===== config.mk =====
export PLATFORM = sky130hd
export DESIGN_NAME = sram_arbiter_flat
export DESIGN_NICKNAME = d
export VERILOG_FILES = /design/src/rtl/sram_arbiter_if.sv /design/src/rtl/sram_arbiter.sv /design/src/flat_wrapper.sv
export SDC_FILE = /design/constraint.sdc
export NUM_CORES = 1
export LEC_CHECK = 0
export CAP_MARGIN = 10
export CELL_PAD_IN_SITES_DETAIL_PLACEMENT = 0
export CELL_PAD_IN_SITES_GLOBAL_PLACEMENT = 1
export CORE_MARGIN = 3
export CORE_UTILIZATION = 25
export CTS_BUF_LIST = sky130_fd_sc_hd__clkbuf_16
export DETAILED_ROUTE_END_ITERATION = 6
export PLACE_DENSITY = 0.72
export SKIP_LAST_GASP = 1
export SLEW_MARGIN = 20
export SYNTH_ARGS = -nofsm -noshare
export SYNTH_HDL_FRONTEND = slang
export SYNTH_SLANG_ARGS = --single-unit

===== constraint.sdc =====
create_clock -name clk -period 1.59 [get_ports clk]
set_input_delay 0.477 -clock clk [delete_from_list [all_inputs] [get_ports clk]]
set_output_delay 0.477 -clock clk [all_outputs]
set_load 0.05 [all_outputs]

===== src/rtl/sram_arbiter_if.sv =====
// Two-port SRAM arbiter bus: requester ports, response and SRAM command.
// slave = arbiter side, master = requesters plus the SRAM read-data return.
interface sram_arbiter_if #(
  parameter int DATA_WIDTH = 18,
  parameter int ADDR_WIDTH = 11
);
  logic                  p0_req;
  logic                  p0_we;
  logic                  p0_lock;
  logic [ADDR_WIDTH-1:0] p0_addr;
  logic [DATA_WIDTH-1:0] p0_wdata;
  logic                  p0_gnt;
  logic                  p0_done;

  logic                  p1_req;
  logic                  p1_we;
  logic                  p1_lock;
  logic [ADDR_WIDTH-1:0] p1_addr;
  logic [DATA_WIDTH-1:0] p1_wdata;
  logic                  p1_gnt;
  logic                  p1_done;

  logic [DATA_WIDTH-1:0] rdata;
  logic                  busy;

  logic                  sram_en;
  logic                  sram_we;
  logic [ADDR_WIDTH-1:0] sram_addr;
  logic [DATA_WIDTH-1:0] sram_wdata;
  logic [DATA_WIDTH-1:0] sram_rdata;

  modport slave (
    input  p0_req, p0_we, p0_lock, p0_addr, p0_wdata,
    input  p1_req, p1_we, p1_lock, p1_addr, p1_wdata,
    input  sram_rdata,
    output p0_gnt, p0_done, p1_gnt, p1_done,
    output rdata, busy,
    output sram_en, sram_we, sram_addr, sram_wdata
  );

  modport master (
    output p0_req, p0_we, p0_lock, p0_addr, p0_wdata,
    output p1_req, p1_we, p1_lock, p1_addr, p1_wdata,
    output sram_rdata,
    input  p0_gnt, p0_done, p1_gnt, p1_done,
    input  rdata, busy,
    input  sram_en, sram_we, sram_addr, sram_wdata
  );
endinterface


===== src/rtl/sram_arbiter.sv =====
// Two-port single-SRAM arbiter: round-robin with bounded lock bursts.
// One transaction in flight, IDLE -> ISSUE -> WAIT -> RESP per access.
module sram_arbiter #(
  parameter int DATA_WIDTH = 18,
  parameter int ADDR_WIDTH = 11,
  parameter int MAX_BURST  = 16
) (
  input  logic          clk,
  input  logic          reset_n,
  sram_arbiter_if.slave bus
);
  localparam int BW = $clog2(MAX_BURST + 1);

  typedef enum logic [1:0] {
    IDLE,
    ISSUE,
    WAIT,
    RESP
  } state_t;

  state_t                state_q, state_d;
  logic                  win_q, win_d;
  logic                  last_q, last_d;
  logic [BW-1:0]         burst_q, burst_d;
  logic                  we_q, we_d;
  logic [ADDR_WIDTH-1:0] addr_q, addr_d;
  logic [DATA_WIDTH-1:0] wdata_q, wdata_d;
  logic [DATA_WIDTH-1:0] rdata_q, rdata_d;

  logic any_req;
  logic lock_hold;
  logic pick;

  // Winner selection: sole requester, else lock holder, else round-robin.
  always_comb begin
    any_req   = bus.p0_req | bus.p1_req;
    lock_hold = (last_q ? bus.p1_lock : bus.p0_lock) &&
                (burst_q < BW'(MAX_BURST));
    pick      = ~last_q;
    unique case (1'b1)
      (bus.p0_req && !bus.p1_req):             pick = 1'b0;
      (bus.p1_req && !bus.p0_req):             pick = 1'b1;
      (bus.p0_req && bus.p1_req && lock_hold): pick = last_q;
      default:                                 pick = ~last_q;
    endcase
  end

  // Next-state: capture the winner's command, step the access pipeline.
  always_comb begin
    state_d = state_q;
    win_d   = win_q;
    last_d  = last_q;
    burst_d = burst_q;
    we_d    = we_q;
    addr_d  = addr_q;
    wdata_d = wdata_q;
    rdata_d = rdata_q;
    unique case (state_q)
      IDLE: begin
        if (any_req) begin
          state_d = ISSUE;
          win_d   = pick;
          last_d  = pick;
          we_d    = pick ? bus.p1_we    : bus.p0_we;
          addr_d  = pick ? bus.p1_addr  : bus.p0_addr;
          wdata_d = pick ? bus.p1_wdata : bus.p0_wdata;
          if (pick != last_q)
            burst_d = BW'(1);
          else if (burst_q < BW'(MAX_BURST))
            burst_d = burst_q + BW'(1);
        end
      end
      ISSUE: state_d = WAIT;
      WAIT: begin
        state_d = RESP;
        if (!we_q)
          rdata_d = bus.sram_rdata;
      end
      RESP:    state_d = IDLE;
      default: state_d = IDLE;
    endcase
  end

  // State and command registers, synchronous active-low reset.
  always_ff @(posedge clk) begin
    if (!reset_n) begin
      state_q <= IDLE;
      win_q   <= 1'b0;
      last_q  <= 1'b1;
      burst_q <= '0;
      we_q    <= 1'b0;
      addr_q  <= '0;
      wdata_q <= '0;
      rdata_q <= '0;
    end else begin
      state_q <= state_d;
      win_q   <= win_d;
      last_q  <= last_d;
      burst_q <= burst_d;
      we_q    <= we_d;
      addr_q  <= addr_d;
      wdata_q <= wdata_d;
      rdata_q <= rdata_d;
    end
  end

  assign bus.p0_gnt     = (state_q == ISSUE) && !win_q;
  assign bus.p1_gnt     = (state_q == ISSUE) &&  win_q;
  assign bus.p0_done    = (state_q == RESP)  && !win_q;
  assign bus.p1_done    = (state_q == RESP)  &&  win_q;
  assign bus.busy       = (state_q != IDLE);
  assign bus.sram_en    = (state_q == ISSUE);
  assign bus.sram_we    = (state_q == ISSUE) && we_q;
  assign bus.sram_addr  = addr_q;
  assign bus.sram_wdata = wdata_q;
  assign bus.rdata      = rdata_q;
endmodule


===== src/flat_wrapper.sv =====
// flat-port wrapper written by rule: the top's interface ports become plain ports
module sram_arbiter_flat 
#(
  parameter int DATA_WIDTH = 18,
  parameter int ADDR_WIDTH = 11,
  parameter int MAX_BURST  = 16
)
  (clk, reset_n, bus_p0_req, bus_p0_we, bus_p0_lock, bus_p0_addr, bus_p0_wdata, bus_p1_req, bus_p1_we, bus_p1_lock, bus_p1_addr, bus_p1_wdata, bus_sram_rdata, bus_p0_gnt, bus_p0_done, bus_p1_gnt, bus_p1_done, bus_rdata, bus_busy, bus_sram_en, bus_sram_we, bus_sram_addr, bus_sram_wdata);
  sram_arbiter_if #(.DATA_WIDTH(DATA_WIDTH), .ADDR_WIDTH(ADDR_WIDTH)) bus_i ();
  input  logic clk;
  input  logic reset_n;
  input wire logic [$bits(bus_i.p0_req)-1:0] bus_p0_req;
  input wire logic [$bits(bus_i.p0_we)-1:0] bus_p0_we;
  input wire logic [$bits(bus_i.p0_lock)-1:0] bus_p0_lock;
  input wire logic [$bits(bus_i.p0_addr)-1:0] bus_p0_addr;
  input wire logic [$bits(bus_i.p0_wdata)-1:0] bus_p0_wdata;
  input wire logic [$bits(bus_i.p1_req)-1:0] bus_p1_req;
  input wire logic [$bits(bus_i.p1_we)-1:0] bus_p1_we;
  input wire logic [$bits(bus_i.p1_lock)-1:0] bus_p1_lock;
  input wire logic [$bits(bus_i.p1_addr)-1:0] bus_p1_addr;
  input wire logic [$bits(bus_i.p1_wdata)-1:0] bus_p1_wdata;
  input wire logic [$bits(bus_i.sram_rdata)-1:0] bus_sram_rdata;
  output wire logic [$bits(bus_i.p0_gnt)-1:0] bus_p0_gnt;
  output wire logic [$bits(bus_i.p0_done)-1:0] bus_p0_done;
  output wire logic [$bits(bus_i.p1_gnt)-1:0] bus_p1_gnt;
  output wire logic [$bits(bus_i.p1_done)-1:0] bus_p1_done;
  output wire logic [$bits(bus_i.rdata)-1:0] bus_rdata;
  output wire logic [$bits(bus_i.busy)-1:0] bus_busy;
  output wire logic [$bits(bus_i.sram_en)-1:0] bus_sram_en;
  output wire logic [$bits(bus_i.sram_we)-1:0] bus_sram_we;
  output wire logic [$bits(bus_i.sram_addr)-1:0] bus_sram_addr;
  output wire logic [$bits(bus_i.sram_wdata)-1:0] bus_sram_wdata;
  assign bus_i.p0_req = bus_p0_req;
  assign bus_i.p0_we = bus_p0_we;
  assign bus_i.p0_lock = bus_p0_lock;
  assign bus_i.p0_addr = bus_p0_addr;
  assign bus_i.p0_wdata = bus_p0_wdata;
  assign bus_i.p1_req = bus_p1_req;
  assign bus_i.p1_we = bus_p1_we;
  assign bus_i.p1_lock = bus_p1_lock;
  assign bus_i.p1_addr = bus_p1_addr;
  assign bus_i.p1_wdata = bus_p1_wdata;
  assign bus_i.sram_rdata = bus_sram_rdata;
  assign bus_p0_gnt = bus_i.p0_gnt;
  assign bus_p0_done = bus_i.p0_done;
  assign bus_p1_gnt = bus_i.p1_gnt;
  assign bus_p1_done = bus_i.p1_done;
  assign bus_rdata = bus_i.rdata;
  assign bus_busy = bus_i.busy;
  assign bus_sram_en = bus_i.sram_en;
  assign bus_sram_we = bus_i.sram_we;
  assign bus_sram_addr = bus_i.sram_addr;
  assign bus_sram_wdata = bus_i.sram_wdata;
  sram_arbiter #(.DATA_WIDTH(DATA_WIDTH), .ADDR_WIDTH(ADDR_WIDTH), .MAX_BURST(MAX_BURST)) u_core (.clk(clk), .reset_n(reset_n), .bus(bus_i));
endmodule

==> flow_summary.yaml <==
setup_path:
  timing.reg2reg.setup_slack_ps: -60
  critPathBufInv: 3
  crit_path_max_fanout: 4
  critPathTopFamily: "flip-flops"
  crit_required_ps: 1110
  worst-setup-path-type: "flop to output pin"
  critPathArrivalTime_ps: 1260
  crit_path_cell_trace: "buf_6 -> inv_6 -> ha_4 -> and2_4 -> buf_12"
  cp-start-kind: "flop"
  timing.critical_path.slowest_cell_delay_ps: 330
  endpoint_kind: "output pin"
  worst_path_cell_with_the_longest_stage_delay: "sky130_fd_sc_hd__dfxtp_2"
pwr:
  cellPowerDensity_nw_per_um2: 1784
  clock_power_share: 0.166
  share_seq_of_total_power: 0.207
  combinational_cell_fraction_of_total_power: 0.628
  switching_share: 0.4144
  p_sw_mw: 4.564
  p_int_mw: 6.448
  cellLeakagePower_nw: 2.242
  maximum_vdd_drop_mv: 0.9157
clocking:
  tritoncts_clock_tree: "built"
  cts.sink_count: 57
  clk_root_buffer_cell: "sky130_fd_sc_hd__clkbuf_16"
  tritoncts.num_buffers: 9
  clk-insertion-delay-late_ps: 330
  clock_input_transition_at_the_sequential_cells_of_the_worst_setup_and_hold_paths_ps: 50
  cts_max_path_buffers: 2
  htree_num_levels: 3
logic_synthesis:
  syn_nets: 415
  cells_after_synthesis: 326
  yosysSeqAreaShare: 0.4004
  synthDominantAreaCellType: "sky130_fd_sc_hd__dfxtp_1"
  synth.distinct_cells: 33
  synth_top_cells_by_area: "sky130_fd_sc_hd__dfxtp_1 40%, sky130_fd_sc_hd__a211oi_2 13%, sky130_fd_sc_hd__nor4_1 6.6%"
  synth.yosys.warnings: 0
  synth_area_per_cell_sq_um: 8.743
  synth_top_area_share: 0.4004
  yosys_register_bits: 57
  synth_area_sq_um: 2850
finish:
  fin_cells: 638
  final_core_util: 0.5620
  nNetsFinal: 582
  insertedDiodeCount: 0
  area.growth.synth_to_final_pct: 116.5
  fill_cells: 918
  final_layout_size_suffix_gt1_frac: 0.4096
detailed_routing:
  ant_nets: 0
  avgRoutedWirePerCell_microns: 17.56
  drt_iter0_drc: 107
  post-route-drc-count: 0
  routed-via-count: 3148
  routed_wirelength_microns: 11200
  post_drt_via_cell_ratio: 4.934
  drtPass1Iterations: 4
floorplan:
  die-area_sq_um: 12720
  die_w_microns: 112.8
  height_of_the_die_microns: 112.8
  start_util: 0.2595
  area_of_the_core_region_sq_um: 10980
  rows: 38
  io_pins: 138
timing:
  layout_setup_ws_ps: -144.3
  finClkSkew_ps: 6.319
  max_slew_margin: 0.6942
  slew_viol_final: 0
  period_share: 1.091
  max_clock_freq_ghz: 0.5766
  timing_hold_violations_final: 0
  tightestPinTransition_ps: 458.7
  timing.final.setup_violations: 30
  layout_min_cycle_time_ps: 1734
  grt_setup_unrepaired: "true"
global_routing:
  grtUsageTotal: 0.1629
  grt_first_pass_wirelength_microns: 16440
  pin_count_of_the_biggest_net_entering_global_routing: 60
  grt_antenna_before_repair: 0
  first_global_vias: 3136
  grt.overflow.total: 0
min_path:
  path_category_of_the_worst_min_delay_check: "flop to flop"
status:
  failed_checks: "setup timing"
  run_status: "complete, but fails checks"
run:
  cap_violations: 0
place:
  place_congestion: 0.7440
  io_buffers: 137
  place.detailed.hpwl_microns: 6551
  placedCellCount: 594
state kept, by name (all words and copies together), names as in the netlist:
register               flops
u_core.last_q              1
u_core.bus.rdata          18
u_core.bus.sram_addr      11
u_core.we_q                1
u_core.win_q               1
u_core.burst_q             5
u_core.state_q             2
u_core.bus.sram_wdata     18
stage by stage:
step / instance area [sq um] / TNS, ps / hold slack, ps / setup WS [ps] / total power [mW]
global route: 6172 / -4523 / 512.0 / -181.2 / 11.48
finish: 6172 / -1437 / 495.8 / -144.3 / 11.01
CTS: 5717 / -1339 / 500.4 / -155.2 / 10.09
global placement: 5024 / -24650 / 478.4 / -523.1 / 7.654
detailed placement: 5026 / -19990 / 494.0 / -575.7 / 7.707
floorplan: 2883 / -918.9 / 463.9 / -43.14 / 4.995
kinds of logic (layout without fill, tap and decap cells):
logic type	Yosys count	after routing	share of synthesized area
buf+inv	34	204	0.06716
compound gates	99	100	0.2840
simple gates	131	132	0.2265
flops	57	57	0.4003
fa+ha+maj	5	5	0.02195
repair_timing:
item / in CTS / in global routing
setup buffers: 12 / 5
pin swaps: 6 / 9
gates resized for setup: 49 / 44
gates cloned: 4 / 8
setup endpoints to repair: 44 / 61
hold buffers: 0 / 0
cell usage after synthesis:
cell / count
sky130_fd_sc_hd__and3_1: 1
sky130_fd_sc_hd__a21boi_0: 21
sky130_fd_sc_hd__nor2_1: 36
sky130_fd_sc_hd__a211oi_2: 30
sky130_fd_sc_hd__nor4_1: 30
sky130_fd_sc_hd__dfxtp_1: 57
sky130_fd_sc_hd__nand2_1: 39
sky130_fd_sc_hd__nor2b_1: 4
sky130_fd_sc_hd__buf_2: 6
sky130_fd_sc_hd__nand4b_1: 1
sky130_fd_sc_hd__a31oi_1: 1
sky130_fd_sc_hd__o21a_1: 1
sky130_fd_sc_hd__nand2b_1: 4
sky130_fd_sc_hd__o211ai_1: 2
sky130_fd_sc_hd__and2_1: 5
sky130_fd_sc_hd__or2_4: 1
sky130_fd_sc_hd__inv_1: 4
sky130_fd_sc_hd__a211oi_4: 1
sky130_fd_sc_hd__buf_1: 1
sky130_fd_sc_hd__ha_1: 5
sky130_fd_sc_hd__buf_6: 7
sky130_fd_sc_hd__clkbuf_1: 15
sky130_fd_sc_hd__o211a_1: 1
sky130_fd_sc_hd__a21oi_1: 4
sky130_fd_sc_hd__o21ai_2: 1
sky130_fd_sc_hd__buf_4: 1
sky130_fd_sc_hd__nand3_1: 3
sky130_fd_sc_hd__nor3b_1: 2
sky130_fd_sc_hd__nor3b_2: 1
sky130_fd_sc_hd__nand2b_4: 1
sky130_fd_sc_hd__o22ai_1: 3
sky130_fd_sc_hd__nor3_1: 3
sky130_fd_sc_hd__o21ai_0: 34
cells in the final DEF, fill, tap and decap left out, types with 3 or more instances in the layout:
master and count:
sky130_fd_sc_hd__clkdlybuf4s50_1 78, sky130_fd_sc_hd__buf_12 65, sky130_fd_sc_hd__dfxtp_1 53, sky130_fd_sc_hd__nand2_1 39, sky130_fd_sc_hd__nor2_1 35, sky130_fd_sc_hd__o21ai_0 32
sky130_fd_sc_hd__a211oi_2 30, sky130_fd_sc_hd__a21boi_0 19, sky130_fd_sc_hd__buf_4 19, sky130_fd_sc_hd__nor4_4 15, sky130_fd_sc_hd__clkbuf_16 15, sky130_fd_sc_hd__nor4_2 14
sky130_fd_sc_hd__buf_6 9, sky130_fd_sc_hd__inv_1 4, sky130_fd_sc_hd__nand2b_1 4, sky130_fd_sc_hd__nor2b_4 3, sky130_fd_sc_hd__and2_4 3, sky130_fd_sc_hd__a21oi_1 3
sky130_fd_sc_hd__o22ai_1 3, sky130_fd_sc_hd__nor3_2 3, sky130_fd_sc_hd__nand3_1 3, sky130_fd_sc_hd__dlygate4sd2_1 3, sky130_fd_sc_hd__dfxtp_2 3
power groups by stage:
stage | sequential (mW) | clock [mW] | combinational [mW]
6_report | 2.28 | 1.82 | 6.91
5_1_grt | 2.33 | 1.91 | 7.24
3_5_place_dp | 2.27 | 0 | 5.44
3_3_place_gp | 2.27 | 0 | 5.38
2_1_floorplan | 3.23 | 0 | 1.76
4_1_cts | 2.27 | 1.86 | 5.95
tightest hold or removal path, delay by kind of cell, from the launching register on:
family / cells / cell delay, ps
simple gates: 1 / 70
compound gates: 1 / 50
flops: 1 / 330
metal layers:
layer  vias up  wire (microns)  GRT usage  share of wire
met5         -               0          0              0
met1      1472            4825     0.2057           0.43
li1       1511               -          -              -
met3        25             774    0.04599          0.069
met2       140            5305     0.2626           0.47
met4         0             298    0.06490          0.027
worst paths after layout:
kind	start	end	cells past startpoint
max	u_core.state_q[1]$_SDFFE_PN0P_	bus_sram_we	5
min	u_core.burst_q[1]$_SDFFE_PN0P_	u_core.burst_q[1]$_SDFFE_PN0P_	2
max reg2reg	u_core.state_q[0]$_SDFFE_PN0P_	u_core.bus.sram_wdata[16]$_SDFFE_PN0P_	10
min reg2reg	u_core.burst_q[1]$_SDFFE_PN0P_	u_core.burst_q[1]$_SDFFE_PN0P_	2
final cells by class:
class                           instances  area, sq um  area share
Timing Repair Buffer                  184         2574      0.4170
Multi-Input combinational cell        237         1971      0.3193
Sequential cell                        57         1149      0.1861
Clock buffer                            9        225.2     0.03649
Tap cell                              140        175.2     0.02838
Clock inverter                          7        55.05    0.008920
Inverter                                4        23.77    0.003852
No activity file was read; power rests on OpenSTA's default activity.
